--- config.mk ---
export PLATFORM = sky130hd
export DESIGN_NAME = tt_um_serial_adder
export DESIGN_NICKNAME = d
export VERILOG_FILES = /design/src/rtl/tt_um_serial_adder.sv
export SDC_FILE = /design/constraint.sdc
export NUM_CORES = 1
export LEC_CHECK = 0
export CAP_MARGIN = 5
export CORE_MARGIN = 8
export CORE_UTILIZATION = 47
export DETAILED_ROUTE_END_ITERATION = 10
export PLACE_DENSITY = 0.87
export SLEW_MARGIN = 20
export SYNTH_ARGS = -nofsm -noshare
export SYNTH_HDL_FRONTEND = slang
export SYNTH_SLANG_ARGS = --single-unit
--- constraint.sdc ---
create_clock -name clk -period 2.1 [get_ports clk]
set_clock_uncertainty 0.1 [all_clocks]
set_input_delay 0.42 -clock clk [delete_from_list [all_inputs] [get_ports clk]]
set_output_delay 0.42 -clock clk [all_outputs]
set_load 0.02 [all_outputs]
--- src/rtl/tt_um_serial_adder.sv ---
// Bit-serial add/subtract/accumulate on the Tiny Tapeout pin wrapper.
// One full-adder slice and a carry flop process one bit per clock, LSB first.
module tt_um_serial_adder #(
  parameter int WIDTH = 4
) (
  input  logic       clk,
  input  logic       rst_n,
  input  logic       ena,
  input  logic [7:0] ui_in,
  input  logic [7:0] uio_in,
  output logic [7:0] uo_out,
  output logic [7:0] uio_out,
  output logic [7:0] uio_oe
);

  localparam int CW = (WIDTH > 1) ? $clog2(WIDTH) : 1;

  typedef enum logic [1:0] {
    IDLE,
    RUN,
    DONE
  } state_t;

  state_t state, state_nx;

  logic [WIDTH-1:0] op_a, op_b, res, sum_reg;
  logic [WIDTH-1:0] res_nx;
  logic [CW-1:0]    cnt;
  logic             carry, carry_nx, s;
  logic             cout, ovf, last;

  logic             start, cin, sub, acc;
  logic [WIDTH-1:0] a_in, b_in;
  logic             unused_ok;

  assign start = uio_in[0];
  assign cin   = uio_in[1];
  assign sub   = uio_in[2];
  assign acc   = uio_in[3];
  assign a_in  = ui_in[WIDTH-1:0];
  assign b_in  = ui_in[WIDTH+3:4];

  assign unused_ok = &{1'b0, ui_in, uio_in[7:4]};

  always_comb begin
    s        = op_a[0] ^ op_b[0] ^ carry;
    carry_nx = (op_a[0] & op_b[0]) | (op_a[0] & carry) | (op_b[0] & carry);
    res_nx   = res >> 1;
    res_nx[WIDTH-1] = s;
    last     = (cnt == CW'(WIDTH - 1));
  end

  always_comb begin
    state_nx = state;
    unique case (state)
      IDLE, DONE: if (start) state_nx = RUN;
      RUN:        if (last)  state_nx = DONE;
      default:    state_nx = IDLE;
    endcase
  end

  always_ff @(posedge clk) begin
    if (!rst_n) state <= IDLE;
    else if (ena) state <= state_nx;
  end

  always_ff @(posedge clk) begin
    if (!rst_n) begin
      op_a    <= '0;
      op_b    <= '0;
      res     <= '0;
      sum_reg <= '0;
      cnt     <= '0;
      carry   <= 1'b0;
      cout    <= 1'b0;
      ovf     <= 1'b0;
    end else if (ena) begin
      if (state != RUN) begin
        if (start) begin
          op_a  <= acc ? sum_reg : a_in;
          op_b  <= sub ? ~b_in : b_in;
          carry <= sub ? 1'b1 : cin;
          cnt   <= '0;
          res   <= '0;
        end
      end else begin
        op_a  <= op_a >> 1;
        op_b  <= op_b >> 1;
        res   <= res_nx;
        carry <= carry_nx;
        cnt   <= cnt + CW'(1);
        // carry here is the carry into the MSB slice
        if (last) begin
          sum_reg <= res_nx;
          cout    <= carry_nx;
          ovf     <= carry ^ carry_nx;
        end
      end
    end
  end

  always_comb begin
    uo_out = '0;
    uo_out[WIDTH-1:0] = sum_reg;
    uo_out[WIDTH] = cout;
    uo_out[5] = ovf;
    uo_out[6] = (state == RUN);
    uo_out[7] = (state == DONE);
  end

  assign uio_out = '0;
  assign uio_oe  = '0;

endmodule
==> results.py <==
metrics = {
    "worst_setup_path": {
        "critPathLaunchType": "register",
        "r2r-start": "state[0]",
        "end_kind": "output pin",
        "worstSetupPathType": "register to output pin",
        "crit_start": "state[0]",
        "cp.required_ns": 1.58,
        "arrival_ns": 1.47,
        "worst-path-max-fanout": 6,
        "r2r.worst_path.cells": 5,
    },
    "place": {
        "dp_cells": 182,
        "io_buffers": 22,
        "routabilityCongestion": 0.805,
        "dpl.hpwl_um": 1780,
    },
    "timing": {
        "hold_viol_final": 0,
        "finalCritPeriodShare_pct": 94.9,
        "clock.fmax_ghz": 0.502,
        "rsz0062_at_grt": "false",
        "slew_viol_final": 0,
        "period_needed_ns": 1.99,
        "setup_viol": 0,
        "setup_tns_ns": 0,
    },
    "global_route": {
        "grt_pass1_vias": 829,
        "overflow": 0,
        "track_usage_pct": 10.3,
        "grt_max_degree": 23,
        "antenna_found_initial": 0,
        "grt_first_pass_wirelength_um": 3590,
    },
    "floorplanning": {
        "die-area_mm2": 0.00438,
        "fp-row-count": 18,
        "fp.coreArea_mm2": 0.00243,
        "die_y_um": 66.2,
        "ioPinCount": 43,
        "die_w_um": 66.2,
        "initial_core_util_pct": 48.7,
    },
    "drt": {
        "firstDrtPassIters": 3,
        "drc": 0,
        "wire_per_inst_um": 12.4,
        "vias_per_cell": 4.94,
        "drt-total-wl_um": 2310,
        "drtIter0Drc": 22,
        "vias": 919,
        "postRouteAntennaNets": 0,
    },
    "hold_path": {
        "hold_depth": 2,
        "min_from": "op_a[3]",
        "min_path_type": "register to register",
    },
    "synthesis": {
        "synth.most_common_cell": "dfxtp_1",
        "synth_edf_count": 0,
        "async_reset_ff_share_pct": 0,
        "synth_flop_cell": "dfxtp_1",
        "synth_area_per_cell_um2": 8.52,
        "synth_top_cell_area_share_pct": 37.2,
        "ys.warnings.count": 0,
        "syn-cell-area_mm2": 0.00118,
        "ys_seq_area_share_pct": 37.2,
        "synth_common_cells": "22 x dfxtp_1, 19 x buf_4, 17 x nand2_1, 8 x a21boi_1",
        "synth_cell_types": 30,
        "syn_inst": 139,
        "synth.largest_area_cell": "dfxtp_1",
        "synth_seq_cells": 22,
        "synth.area.top_cells": "dfxtp_1 37%, buf_4 12%, nand2_1 5.4%",
    },
    "cells_and_area": {
        "area_growth_syn_to_layout_pct": 16.1,
        "n_antenna_cell": 0,
        "fin_cells": 186,
        "n_fill_cell": 229,
        "drive_gt1_share_pct": 6.41,
        "fin_nets": 178,
    },
    "cts": {
        "clkSlewWorstSetupHoldPaths_ns": 0.12,
        "clkLatencyLatePin_ns": 0.31,
        "root_buffer": "clkbuf_4",
        "numCtsBuffers": 3,
        "cts_sinks": 22,
        "clk_path_buf_depth": 2,
        "h-tree-depth": 1,
        "postCtsHoldBufs": 0,
        "tritoncts": "built",
    },
    "power_and_ir_drop": {
        "p_leak_nw": 0.540,
        "ir_drop_v": 0.000448,
        "p_per_area_mw_per_mm2": 591,
    },
    "outcome": {
        "outcome": "finished, final reports clean",
    },
    "flow_run": {
        "maxCapViolCount": 0,
    },
}
[cells in the final DEF (no fill, tap or decap), drive strengths merged, types with 5 or more instances in the layout]
master,count
nor2b,7
a21oi,7
a21boi,8
nand2,17
clkdlybuf4s50,21
nor2,6
conb,16
mux2i,5
o21ai,10
xnor2,5
dfxtp,22
nand3,6
[critical path, stage by stage, from the launching register on]
cell             delay [ns]
dfxtp_1                0.37
and2b_1                0.20
clkdlybuf4s50_1        0.60
[path summary, 6_finish.rpt]
path / endpoint / slack [ns]
max reg2reg: op_a[3] / 0.40
min reg2reg: op_a[3] / 0.37
max: uo_out[7] / 0.11
min: op_a[3] / 0.37
[power breakdown]
part | switching (mW) | internal (mW) | leakage [nW]
clock | 0.128 | 0.106 | 0.0210
sequential | 0.00854 | 0.429 | 0.178
combinational | 0.0790 | 0.0611 | 0.341
total | 0.215 | 0.596 | 0.540
[layout make-up]
cell class / count / area, um^2 / area share, %
multi-input cells: 103 / 607 / 44.2
inverters: 1 / 3.75 / 0.273
clock buffers: 4 / 36.3 / 2.64
repair buffers: 26 / 249 / 18.1
well taps: 30 / 37.5 / 2.73
flip-flops and latches: 22 / 440 / 32.1
[timing repair]
action                                  in CTS  in global routing
gates resized for setup                      1                  0
buffers inserted                             0                  0
endpoints found under the setup margin       1                  0
[through the flow]
step                      util (%)  setup slack (ns)  hold WS [ns]  cell area [um^2]  power (mW)
after floorplan                  -             0.620         0.331              1240       0.567
after global placement        55.0             0.268         0.338              1340       0.583
after detailed placement      55.0             0.229         0.348              1340       0.587
after CTS                     56.5            0.0838         0.365              1370       0.819
after global routing          56.5            0.0436         0.396              1370       0.850
final                         56.5             0.108         0.365              1370       0.812
[per-layer routing]
metal / vias up / GRT usage [%] / wire length, um
li1: 463 / - / -
met2: 30 / 17.0 / 1030
met5: - / 0 / 0
met3: 5 / 3.22 / 213
met1: 421 / 11.4 / 1010
met4: 0 / 5.60 / 55
[kinds of logic (layout without fill, tap and decap cells)]
family,count (synthesis),after routing,synth area share [%]
AND/OR/NAND/NOR,43,43,17.5
adder cells (fa/ha/maj),2,2,2.75
AO/OA/AOI/OAI,32,32,18.0
buffers and inverters,29,31,16.3
flip-flops,22,22,37.2
other,1,16,0.317
multiplexers,5,5,4.23
XOR/XNOR,5,5,3.70
Note: power is estimated with default switching activity, not from simulation.
